$ cat src/rtl/parity_serializer.sv
// parity_serializer
//   Accepts a WIDTH-bit word over a valid/ready handshake, shifts it out one
//   bit per clock (LSB or MSB first), then appends a single parity bit whose
//   sense (even/odd) is chosen per word. Completed frames are counted.
//
// Parameters
//   WIDTH      data bits per frame (1..64)
//   MSB_FIRST  0 = LSB first, 1 = MSB first
//   CNT_W      width of the completed-frame counter
//
// Ports
//   clk            rising-edge clock
//   rst_n          asynchronous active-low reset
//   in_valid       source presents a word
//   in_ready       block can accept a word this cycle
//   in_data        word to serialise, sampled on accept
//   odd_mode       1 = odd parity, 0 = even parity, sampled on accept
//   ser_out        serial data/parity bit
//   ser_valid      ser_out carries a frame bit
//   ser_is_parity  ser_out is the parity bit (last bit of the frame)
//   ser_first      ser_out is the first data bit of a frame
//   parity_last    parity bit of the most recently accepted word
//   frame_cnt      completed frames, wraps modulo 2^CNT_W
//
// States
//   IDLE   | no frame in flight
//   DATA   | sending data bit index 0..WIDTH-1
//   PARITY | sending the parity bit; may accept the next word
module parity_serializer #(
  parameter int WIDTH     = 8,
  parameter int MSB_FIRST = 0,
  parameter int CNT_W     = 16
) (
  input  logic             clk,
  input  logic             rst_n,
  input  logic             in_valid,
  output logic             in_ready,
  input  logic [WIDTH-1:0] in_data,
  input  logic             odd_mode,
  output logic             ser_out,
  output logic             ser_valid,
  output logic             ser_is_parity,
  output logic             ser_first,
  output logic             parity_last,
  output logic [CNT_W-1:0] frame_cnt
);

  // A 1-bit index is kept even for WIDTH=1 so the index logic stays uniform.
  localparam int IDX_W = (WIDTH > 1) ? $clog2(WIDTH) : 1;
  localparam logic [IDX_W-1:0] LAST_IDX = IDX_W'(WIDTH - 1);

  typedef enum logic [1:0] {
    IDLE   = 2'd0,
    DATA   = 2'd1,
    PARITY = 2'd2
  } state_t;

  state_t           state;
  logic [IDX_W-1:0] idx;
  logic [WIDTH-1:0] shreg;
  logic             accept;
  logic             new_parity;

  assign in_ready   = (state == IDLE) || (state == PARITY);
  assign accept     = in_valid && in_ready;
  assign new_parity = (^in_data) ^ odd_mode;

  // Bit that goes on the wire next, taken from the leading end of the word.
  function automatic logic lead_bit(input logic [WIDTH-1:0] w);
    return (MSB_FIRST != 0) ? w[WIDTH-1] : w[0];
  endfunction

  // Word with its leading bit consumed.
  function automatic logic [WIDTH-1:0] advance(input logic [WIDTH-1:0] w);
    return (MSB_FIRST != 0) ? (w << 1) : (w >> 1);
  endfunction

  // ser_out is registered: the bit presented in a DATA cycle is loaded at the
  // preceding edge, so the shift register always holds the bits still to go.
  // parity_last doubles as the in-flight parity; a back-to-back accept only
  // overwrites it at the edge that ends the parity cycle.
  always_ff @(posedge clk or negedge rst_n) begin
    if (!rst_n) begin
      state         <= IDLE;
      idx           <= '0;
      shreg         <= '0;
      ser_out       <= 1'b0;
      ser_valid     <= 1'b0;
      ser_is_parity <= 1'b0;
      ser_first     <= 1'b0;
      parity_last   <= 1'b0;
      frame_cnt     <= '0;
    end else begin
      if (state == PARITY) begin
        frame_cnt <= frame_cnt + CNT_W'(1);
      end

      if (accept) begin
        state         <= DATA;
        idx           <= '0;
        shreg         <= advance(in_data);
        parity_last   <= new_parity;
        ser_out       <= lead_bit(in_data);
        ser_valid     <= 1'b1;
        ser_first     <= 1'b1;
        ser_is_parity <= 1'b0;
      end else begin
        case (state)
          DATA: begin
            ser_first <= 1'b0;
            if (idx == LAST_IDX) begin
              state         <= PARITY;
              ser_out       <= parity_last;
              ser_is_parity <= 1'b1;
            end else begin
              idx     <= idx + IDX_W'(1);
              ser_out <= lead_bit(shreg);
              shreg   <= advance(shreg);
            end
          end
          default: begin
            // PARITY without a follow-on word, or IDLE: line goes quiet.
            state         <= IDLE;
            ser_out       <= 1'b0;
            ser_valid     <= 1'b0;
            ser_is_parity <= 1'b0;
            ser_first     <= 1'b0;
          end
        endcase
      end
    end
  end

endmodule
$ cat config.mk
export PLATFORM = sky130hd
export DESIGN_NAME = parity_serializer
export DESIGN_NICKNAME = d
export VERILOG_FILES = /design/src/rtl/parity_serializer.sv
export SDC_FILE = /design/constraint.sdc
export NUM_CORES = 1
export LEC_CHECK = 0
export BUFFER_PORTS_ARGS = -buffer_cell sky130_fd_sc_hd__buf_2
export CAP_MARGIN = 20
export CORE_UTILIZATION = 30
export CTS_CLUSTER_DIAMETER = 50
export DETAILED_ROUTE_END_ITERATION = 12
export SETUP_SLACK_MARGIN = 0.2
export SYNTH_ARGS = -nofsm -noshare
export SYNTH_HDL_FRONTEND = slang
export SYNTH_SLANG_ARGS = --single-unit
export TNS_END_PERCENT = 30
$ cat constraint.sdc
create_clock -name clk -period 2 [get_ports clk]
set_input_delay 0.3 -clock clk [delete_from_list [all_inputs] [get_ports clk]]
set_output_delay 0.3 -clock clk [all_outputs]
set_load 0.1 [all_outputs]
==> metrics.sh, run 1 <==
PWR_DENSITY_CELL_nW_PER_UM2=1420
MIN_PERIOD_OVER_PERIOD_PCT=77.7
GPL.FINAL_WEIGHTED_CONGESTION=0.722
WORSTPATHMAXFANOUT=9
AREA_SHARE_OF_THE_LARGEST_CELL_TYPE_AFTER_SYNTHESIS_PCT=56.1
CRITICAL_PATH.REG2REG.STARTPOINT='idx[0]'
DIEWIDTH_UM=71.0
YS_WARN_COUNT=0
TIMING.CRITICAL_PATH.CELLS='ha_1 -> ha_1 -> inv_1 -> nand2b_1 -> nand2_1 -> o21ai_0'
USE_MET1_PCT=15.8
GRT.OVERFLOW.TOTAL=0
FINAL_MAX_SLEW_VIOL_COUNT=0
HOLD-WORST-SLACK_PS=59.2
NUM_ROWS=24
SETUP.WORST_PATH.CLASS='flop to flop'
TOTALWIRELENGTH_UM=2610
GRTUSAGEMET2_PCT=18.6
PLACEDINSTANCEAREA_UM2=1660
FINCLKSKEW_PS=3.78
GRT_MAX_DEGREE=33
MAX-CAP-VIOLATIONS=0
CRITICAL-PATH-TOP-CELL-BY-COUNT='ha_1'
GRT_PASS1_VIAS=1023
CRITICAL_PATH.ENDPOINT_TYPE='flop'
TIMING_HOLD_VIOLATIONS_FINAL=0
SLEW_HEADROOM_PCT=54.1
DESIGN.PORTCOUNT=34
WORST_SETUP_PATH_START_KIND='flop'
FAILING_CHECKS='DRC'
SYNTH.AVG_CELL_AREA_UM2=11.0
NETLIST.TOP_CELL.BY_AREA='dfrtp_1'
VIA_COUNT=1019
CTS_INSERTED_BUFFERS=5
DRIVE_ABOVE_1_SHARE_PCT=33.7
MOST_CROWDED_LAYER_GR='met2'
FINAL_DESIGN_AREA_NO_FILL_UM2=1760
GRT_PASS1_WL_UM=4730
TRITONCTS='done'
DIE_HEIGHT_UM=71.0
CRIT_PATH_START='idx[0]'
GRTUSAGEMET3_PCT=3.85
ROUTED_WIRE_LENGTH_PER_INSTANCE_UM=11.8
DRC_ERRORS=3
RSZ0062_AT_GRT='false'
FINALNETCOUNT=183
DETAILEDPLACEMENTHPWL_UM=1880
CTSROOTBUFFERMASTER='clkbuf_8'
CP.REQUIRED_PS=2160
CTS_SETUP_BUFFERS=0
LAYOUT-AREA-OVERHEAD-VS-SYNTH_PCT=23.2
GRT_UTIL_ALL_LAYERS_PCT=12.1
FIN_SETUP_TNS_PS=0
FINAL-SETUP-VIOL-COUNT=0
PATH_CLK_SLEW_PS=70
WORST_IR_DROP_ON_VDD_mV=0.744
ANTENNA_FOUND_INITIAL=0
SYNTH_NETS=145
YOSYS-TOP-CELLS-AREA='dfrtp_1 (56%), xnor2_1 (10%), nand2_1 (5.3%), o21ai_0 (3.2%), nand3_1 (2.8%)'
FMAX_MHz=644
COREAREA_UM2=4470
POSTSYNTHREGISTERBITS=32
FINAL_CELL_MIX='buf_2 (33), nand2_1 (20), dfrtp_1 (19), xnor2_1 (17), dfrtp_2 (13)'
POST_SYNTH_NUM_CELL_TYPES=25
VIA_PER_INST=4.61
MOST_FREQUENT_STANDARD_CELL_IN_THE_LAYOUT_EXCLUDING_FILL_AND_TAP_CELLS='buf_2'
BUFFERS_ON_PORTS=33
OUTCOME='finished, violations left'
WORST_SKEW_PAIR.LATE_LATENCY_PS=280
DRT.ANTENNA.VIOLATING_NETS=0
WORSTMARGINPINSLEW_PS=688
FINAL.MIN_CLOCK_PERIOD_PS=1550
CTS-HTREE-LEVELS=2
MIN-DELAY-PATH-CLASS='primary input to asynchronous set/reset pin'
POWER.TOTAL_mW=2.49
DRT-PASS1-ITER-COUNT=8
CRITICAL_PATH.MAX_STAGE_DELAY_PS=390
CTSLONGESTPATHBUFFERS=2
CRIT_PATH_TOP_DELAY_CELL='dfrtp_1'
CRITICAL_PATH_ARRIVAL_PS=1710
FP.DIEAREA_UM2=5030
CTS_HOLD_REPAIR.BUFFERS=0
CTS_SINKS=32
SYN-CELL-AREA_UM2=1430
INSERTEDDIODECOUNT=0
FIRST_ITER_VIOLATIONS=46
SYNTH-SEQ-AREA-SHARE_PCT=56.1
INSTANCE_COUNT_OF_THE_MAPPED_NETLIST=130
FLOORPLAN.INITIALDENSITY_PCT=31.9
POWER.STATIC_LEAKAGE_nW=0.860
POSTCTSRESIZEDCELLS=0
[power by group]
part / internal (mW) / total [mW] / switching (mW)
clock: 0.274 / 0.514 / 0.240
combinational: 0.246 / 1.06 / 0.810
sequential: 0.815 / 0.922 / 0.107
[sequential cells by signal, indices dropped and copies added (netlist names)]
register	flops
parity_last	1
ser_out	1
shreg	7
frame_cnt	16
ser_first	1
ser_valid	1
state	2
idx	3
[worst paths after layout]
kind / cells after the start / endpoint / slack [ps]
setup / recovery: 6 / shreg[1] / 450
hold / removal: 1 / frame_cnt[8] / 60
setup reg to reg: 6 / shreg[1] / 450
hold reg to reg: 1 / frame_cnt[15] / 470
max in group asynchronous: 1 / frame_cnt[3] / 1460
min in group clk: 3 / shreg[6] / 240
[logic make-up after synthesis]
logic type      after synthesis  synth area share (%)
buf+inv                       9                  2.46
mux                           4                  2.89
simple gates                 47                  16.2
xor+xnor                     22                  14.5
compound gates               13                  5.18
flops                        32                  56.1
fa+ha+maj                     3                  2.63
[critical path: cells and delay by family, from the launching register on]
family / cells / cell delay, ps
buf+inv: 1 / 80
fa+ha+maj: 2 / 420
flops: 1 / 390
simple gates: 2 / 440
compound gates: 1 / 100
[per-layer routing]
layer  vias up  wire length, µm  share of wire (%)
met5         -                0                  0
met4         0               37                1.4
met3         5              138                5.3
met2        33             1210                 46
met1       475             1230                 47
li1        506                -                  -
[cells in the mapped netlist]
library cell	instances
a22oi_1	3
and3_1	2
buf_2	1
clkbuf_1	1
dfrtp_1	32
ha_1	3
inv_1	7
mux2_2	1
mux2i_1	3
nand2_1	20
nand2b_1	2
nand2b_4	1
nand3_1	8
nand3b_1	1
nand4_1	2
nor2_1	6
nor3_1	2
nor4_2	1
o21ai_0	9
o22ai_1	1
or2_1	1
or3_1	1
xnor2_1	17
xnor3_1	1
xor2_1	4
[per-stage QoR]
stage | std cells | util, % | setup WS, ps
floorplan | 130 | - | -1.64
global placement | 213 | 37.2 | 463
detailed placement | 213 | 37.2 | 452
CTS | 221 | 39.3 | 432
global route | 221 | 39.3 | 242
finish | 221 | 39.3 | 447
[cell type report]
type                    count  area, µm²
flip-flops and latches     32        817
repair buffers             33        165
fillers                   443       2720
inverters                   7       26.3
clock inverters             2       10.0
clock buffers               6       82.6
multi-input cells          89        591
well taps                  52       65.1
(Power assumes the default switching activity.)
==> run 2, diff against run 1 <==
clock period = 1.4 ns   (was 2 ns; I/O delays follow)
==> run 2 against run 1 <==
The flow finishes with violations (setup timing). Routed wire length increased by 30%. Die area unchanged. Design area up 36%. Global-route usage rose by 2.8 points. Sequential power is 50% higher. Clock skew grew 2.2 ps. First-iteration DRC count decreased by 15%. Core utilization rose by 14 points. Worst hold slack gained 84 ps. Non-clock buffer count increased by 30. Sequential cell count is the same. Combinational power increased by 130%.
==> metrics.sh, run 2 (synthesis results as in run 1) <==
DRT.ANTENNA.VIOLATING_NETS=0
SLEW_HEADROOM_PCT=74.6
CTS_INSERTED_BUFFERS=5
CTSROOTBUFFERMASTER='clkbuf_8'
VIA_COUNT=1191
GRT_MAX_DEGREE=17
UTILIZATION_PCT=53.6
REG.LARGEST.LIST='frame_cnt x16, shreg x7, idx x3'
TOP_LAYER='met4'
MIN-DELAY-PATH-CLASS='primary input to flop'
NUM_ROWS=24
GRT_PASS1_WL_UM=5730
SETUP.WORST_PATH.CLASS='flop to flop'
ROUTED_WIRE_LENGTH_PER_INSTANCE_UM=13.5
VIA_PER_INST=4.73
DRIVE_ABOVE_1_SHARE_PCT=57.0
WORSTREGTOREGCELLS=4
POWER.STATIC_LEAKAGE_nW=1.08
MOST_FREQUENT_STANDARD_CELL_IN_THE_LAYOUT_EXCLUDING_FILL_AND_TAP_CELLS='buf_4'
WORST_IR_DROP_ON_VDD_mV=0.920
FINAL.MIN_CLOCK_PERIOD_PS=1410
LAYOUT-AREA-OVERHEAD-VS-SYNTH_PCT=68.1
DIEWIDTH_UM=71.0
PWR_DENSITY_CELL_nW_PER_UM2=1970
INSERTEDDIODECOUNT=0
FIRST_ITER_VIOLATIONS=39
WORSTMARGINPINSLEW_PS=381
PATH_CLK_SLEW_PS=70
TRITONCTS='done'
WL_MET2_UM=1740
FINAL-SETUP-VIOL-COUNT=1
MIN_PERIOD_OVER_PERIOD_PCT=100
CRITICAL_PATH.ENDPOINT_TYPE='flop'
FLOORPLAN.INITIALDENSITY_PCT=31.9
TIMING_HOLD_VIOLATIONS_FINAL=0
POWER.TOTAL_mW=4.71
CP.REQUIRED_PS=1570
FP.DIEAREA_UM2=5030
FMAX_MHz=711
MET3WIRELENGTH_UM=156
GRT_PASS1_VIAS=1241
CRITICAL_PATH_ARRIVAL_PS=1580
GRT_UTIL_ALL_LAYERS_PCT=14.9
FINAL_DESIGN_AREA_NO_FILL_UM2=2400
WORST_SKEW_PAIR.LATE_LATENCY_PS=290
WORSTPATHMAXFANOUT=3
LARGEST_REGISTER_FF_COUNT=16
PLACEDINSTANCEAREA_UM2=1910
CRITICAL_PATH.MAX_STAGE_DELAY_PS=450
WORST_SETUP_PATH_START_KIND='flop'
DIE_HEIGHT_UM=71.0
OUTCOME='finished, violations left'
CTSLONGESTPATHBUFFERS=2
POSTLAYOUTSETUPSLACKWORST_PS=-6.21
TOP_REGISTER='frame_cnt'
FAILING_CHECKS='setup timing'
GPL.FINAL_WEIGHTED_CONGESTION=0.805
DESIGN.PORTCOUNT=34
MAX-CAP-VIOLATIONS=0
CRIT_PATH_TOP_DELAY_CELL='dfrtp_4'
RSZ0062_AT_GRT='true'
FINAL_CELL_MIX='buf_4 (31), nand2_1 (17), xnor2_1 (17), dfrtp_1 (17)'
CTS-HTREE-LEVELS=2
TIMING.CRITICAL_PATH.CELLS='nand3_4 -> or3_4 -> or2_1 -> xnor2_1'
CTS_SINKS=32
FINALNETCOUNT=214
WHS_PATH_DEPTH=3
BUFFERS_ON_PORTS=33
DRC_ERRORS=0
COREAREA_UM2=4470
GRT.OVERFLOW.TOTAL=0
FINAL_MAX_SLEW_VIOL_COUNT=0
ANTENNA_FOUND_INITIAL=0
DRT-PASS1-ITER-COUNT=6
FINCLKSKEW_PS=5.96
TOTALWIRELENGTH_UM=3400
WL_MET1_UM=1460
DETAILEDPLACEMENTHPWL_UM=2260
-- run 2: cell count changes in the layout (fill, tap and decap cells not counted), moves of 4 or more --
cell / previous run / this run
dfrtp_4: 0 / 10
o21ai_1: 0 / 6
buf_6: 0 / 11
dfrtp_2: 13 / 5
o21ai_0: 9 / 2
buf_2: 33 / 11
nand3_1: 8 / 4
buf_4: 0 / 31
buf_12: 0 / 7
-- run 2: worst max-delay path: cells and delay by family (launching register included) --
family           cells  cell delay [ps]
AND/OR/NAND/NOR      3              730
flip-flops           1              450
XOR/XNOR             1              120
-- run 2: area by class of cell --
class	instances	area [µm²]
fillers	391	2080
clock inverters	2	35.0
multi-input cells	90	753
inverters	7	35.0
flip-flops and latches	32	845
clock buffers	6	72.6
well taps	52	65.1
repair buffers	63	592
-- run 2: power by group --
group | switching (mW) | total [mW] | internal [mW]
Combinational | 1.44 | 2.45 | 1.01
Sequential | 0.200 | 1.38 | 1.18
Clock | 0.349 | 0.876 | 0.528
Total | 1.99 | 4.71 | 2.72
-- run 2: metrics by stage --
| step | setup WS, ps | instances | hold WS, ps | setup TNS, ps |
|---|---|---|---|---|
| 2_1_floorplan | -277 | 130 | -85.6 | -2640 |
| 3_3_place_gp | -43.7 | 227 | 137 | -180 |
| 3_5_place_dp | -164 | 227 | 147 | -1140 |
| 4_1_cts | -6.39 | 245 | 135 | -6.39 |
| 5_1_grt | -85.5 | 252 | 170 | -356 |
| 6_report | -6.21 | 252 | 143 | -6.21 |
-- run 2: timing repair --
item / in CTS / in global routing
gates resized for setup: 57 / 18
hold buffers: 1 / 0
setup buffers: 8 / 7
setup endpoints to repair: 45 / 40
endpoints found under the hold margin: 14 / 0
gates cloned: 1 / 0
pin swaps: 15 / 16
-- run 2: worst paths after layout --
kind                                 endpoint          start  slack [ps]
worst min-delay path                 shreg[6]     in_data[7]         140
worst min register to register  frame_cnt[15]  frame_cnt[15]         480
worst max register to register   frame_cnt[7]   frame_cnt[3]          -6
worst max-delay path             frame_cnt[7]   frame_cnt[3]          -6
max in group asynchronous        frame_cnt[8]          rst_n         550
min in group asynchronous        frame_cnt[7]          rst_n         370
-- run 2: layer usage --
| layer | vias up | GRT usage, % |
|---|---|---|
| met3 | 5 | 4.99 |
| met1 | 572 | 18.0 |
| met5 | - | 0 |
| met2 | 42 | 24.7 |
| met4 | 0 | 5.78 |
| li1 | 572 | - |
==> run 3, diff against run 2 <==
clock period = 1.7 ns   (was 1.4 ns; I/O delays follow)
==> run 3 against run 2 <==
The flow now finishes without violations. Clock power is 8.6% lower. Routed wire length is 16% lower. Sequential cell count did not move. Total power decreased by 30%. Die area is the same. Maximum frequency shrank 5.2%. Global-route usage down 2.1 points. Cell count down 12%. Sequential power shrank 18%. Combinational power fell by 43%. Critical path type unchanged. Largest cell class unchanged. Highest routed layer unchanged.
==> metrics.sh, run 3 (synthesis results as in run 1) <==
ROUTED_WIRE_LENGTH_PER_INSTANCE_UM=12.8
SEQ_AREA_UM2=846
CRITICAL_PATH.REG2REG.STARTPOINT='state[0]'
PWR_DENSITY_CELL_nW_PER_UM2=1730
MIN_PERIOD_OVER_PERIOD_PCT=87.3
FIN_SETUP_TNS_PS=0
MOST_FREQUENT_STANDARD_CELL_IN_THE_LAYOUT_EXCLUDING_FILL_AND_TAP_CELLS='buf_2'
LAYOUT-AREA-OVERHEAD-VS-SYNTH_PCT=34.0
CELL_INTERNAL_PWR_mW=1.88
MIN-DELAY-PATH-CLASS='primary input to asynchronous set/reset pin'
GRT_MAX_DEGREE=33
VIA_PER_INST=4.70
GRT_PASS1_VIAS=1069
DIE_HEIGHT_UM=71.0
DESIGN.PORTCOUNT=34
MAX-CAP-VIOLATIONS=0
CTSROOTBUFFERMASTER='clkbuf_8'
GRT_PASS1_WL_UM=4880
WORSTMARGINPINSLEW_PS=705
TRITONCTS='done'
FLOORPLAN.INITIALDENSITY_PCT=31.9
DRIVE_ABOVE_1_SHARE_PCT=42.4
CTS_HOLD_REPAIR.BUFFERS=0
CTS_SINKS=32
TOTALWIRELENGTH_UM=2840
OUTCOME='completed'
PATH_CLK_SLEW_PS=70
WORST_SETUP_PATH_START_KIND='flop'
FIRST_ITER_VIOLATIONS=46
RSZ0062_AT_GRT='true'
LARGEST_REGISTER_FF_COUNT=16
DRC_ERRORS=0
CTS-HTREE-LEVELS=2
REG.LARGEST.LIST='frame_cnt x16, shreg x7, idx x3'
FINCLKSKEW_PS=5.31
GPL.FINAL_WEIGHTED_CONGESTION=0.806
GRT_UTIL_ALL_LAYERS_PCT=12.8
FINAL.MIN_CLOCK_PERIOD_PS=1480
WORST_IR_DROP_ON_VDD_mV=0.653
COREAREA_UM2=4470
POWER_SHARE_OF_THE_SEQUENTIAL_GROUP_PCT=34.0
POST-PLACE-CELLS=213
CRITICAL_PATH.ENDPOINT_TYPE='flop'
WORSTPATHMAXFANOUT=5
CRIT_PATH_START='state[0]'
BUFFERS_ON_PORTS=33
P_CLK_SHARE_PCT=24.2
FINALNETCOUNT=184
DIEWIDTH_UM=71.0
SWITCHING_SHARE_PCT=43.4
CTS_INSERTED_BUFFERS=5
TOP_REGISTER='frame_cnt'
SLEW_HEADROOM_PCT=53.0
TIMING_HOLD_VIOLATIONS_FINAL=0
CTSLONGESTPATHBUFFERS=2
CRITICAL_PATH_ARRIVAL_PS=1660
FMAX_MHz=674
FINAL_CELLS=222
FP.DIEAREA_UM2=5030
CP.REQUIRED_PS=1870
DRT-PASS1-ITER-COUNT=6
COMB_POWER_SHARE_PCT=41.9
ANTENNA_FOUND_INITIAL=0
REGTOREGSETUPSLACK_PS=220
NUM_ROWS=24
DETAILEDPLACEMENTHPWL_UM=2040
SETUP.WORST_PATH.CLASS='flop to flop'
P_SW_mW=1.44
FINAL_CELL_MIX='buf_2 (32), nand2_1 (18), xnor2_1 (17), dfrtp_1 (16), dfrtp_4 (10)'
FINAL_MAX_SLEW_VIOL_COUNT=0
INSERTEDDIODECOUNT=0
DRT.ANTENNA.VIOLATING_NETS=0
GRT.OVERFLOW.TOTAL=0
VIA_COUNT=1043
MULTI_INPUT_COMB_AREA_UM2=657
WORST_SKEW_PAIR.LATE_LATENCY_PS=280
POWER.STATIC_LEAKAGE_nW=0.893
FINAL-SETUP-VIOL-COUNT=0
FILLCELLCOUNT=429
[run 3: cell count changes in the layout (fill, tap and decap cells not counted), sizes merged]
cell / change
clkinv: -1
clkbuf: +1
buf: -28
dlygate4sd3: -1
nand2b: -1
[run 3: timing repair]
item	4_1_cts	5_1_grt
gates cloned	0	0
endpoints found under the setup margin	10	13
pin swaps	0	1
resized for setup	2	6
buffers inserted	0	1
[run 3: path summary, 6_finish.rpt]
path                                      end  cells past startpoint
min in group clk                     shreg[6]                      3
worst max-delay path             frame_cnt[7]                      4
worst max register to register   frame_cnt[7]                      4
worst min-delay path             frame_cnt[3]                      1
worst min register to register  frame_cnt[11]                      1
max in group asynchronous            state[1]                      1
[run 3: area by class of cell]
| class | count | area share [%] |
|---|---|---|
| repair buffers | 34 | 9.82 |
| flip-flops and latches | 32 | 44.2 |
| inverters | 7 | 1.57 |
| clock inverters | 1 | 1.57 |
| multi-input cells | 89 | 34.4 |
| clock buffers | 7 | 5.04 |
| well taps | 52 | 3.40 |
[run 3: through the flow]
stage	cell area, µm²	util (%)	setup slack [ps]	hold WS, ps	total power [mW]
2_1_floorplan	1530	-	23.0	-40.6	2.20
3_3_place_gp	1740	39.0	184	332	2.40
3_5_place_dp	1740	39.0	168	346	2.44
4_1_cts	1880	41.9	176	31.8	3.27
5_1_grt	1910	42.7	144	59.4	3.52
6_report	1910	42.7	216	18.6	3.31
[run 3: metal layers]
| metal | global-route usage [%] | up-vias | share of wire, % |
|---|---|---|---|
| li1 | - | 507 | - |
| met1 | 15.4 | 499 | 43 |
| met2 | 20.4 | 32 | 50 |
| met3 | 5.70 | 5 | 5.6 |
| met4 | 4.22 | 0 | 1.1 |
| met5 | 0 | - | 0 |
[run 3: critical path, cell delays in order, from the launching register on]
cell	delay, ps
dfrtp_2	440
nand2b_4	180
or3_1	400
or2_1	230
xnor2_1	120
[run 3: power by group through the flow]
stage	Combinational [mW]	Clock, mW	Sequential (mW)
after floorplan	0.571	0	1.63
after global placement	1.26	0	1.14
after detailed placement	1.31	0	1.14
after CTS	1.32	0.818	1.13
after global routing	1.51	0.854	1.16
final	1.39	0.801	1.13
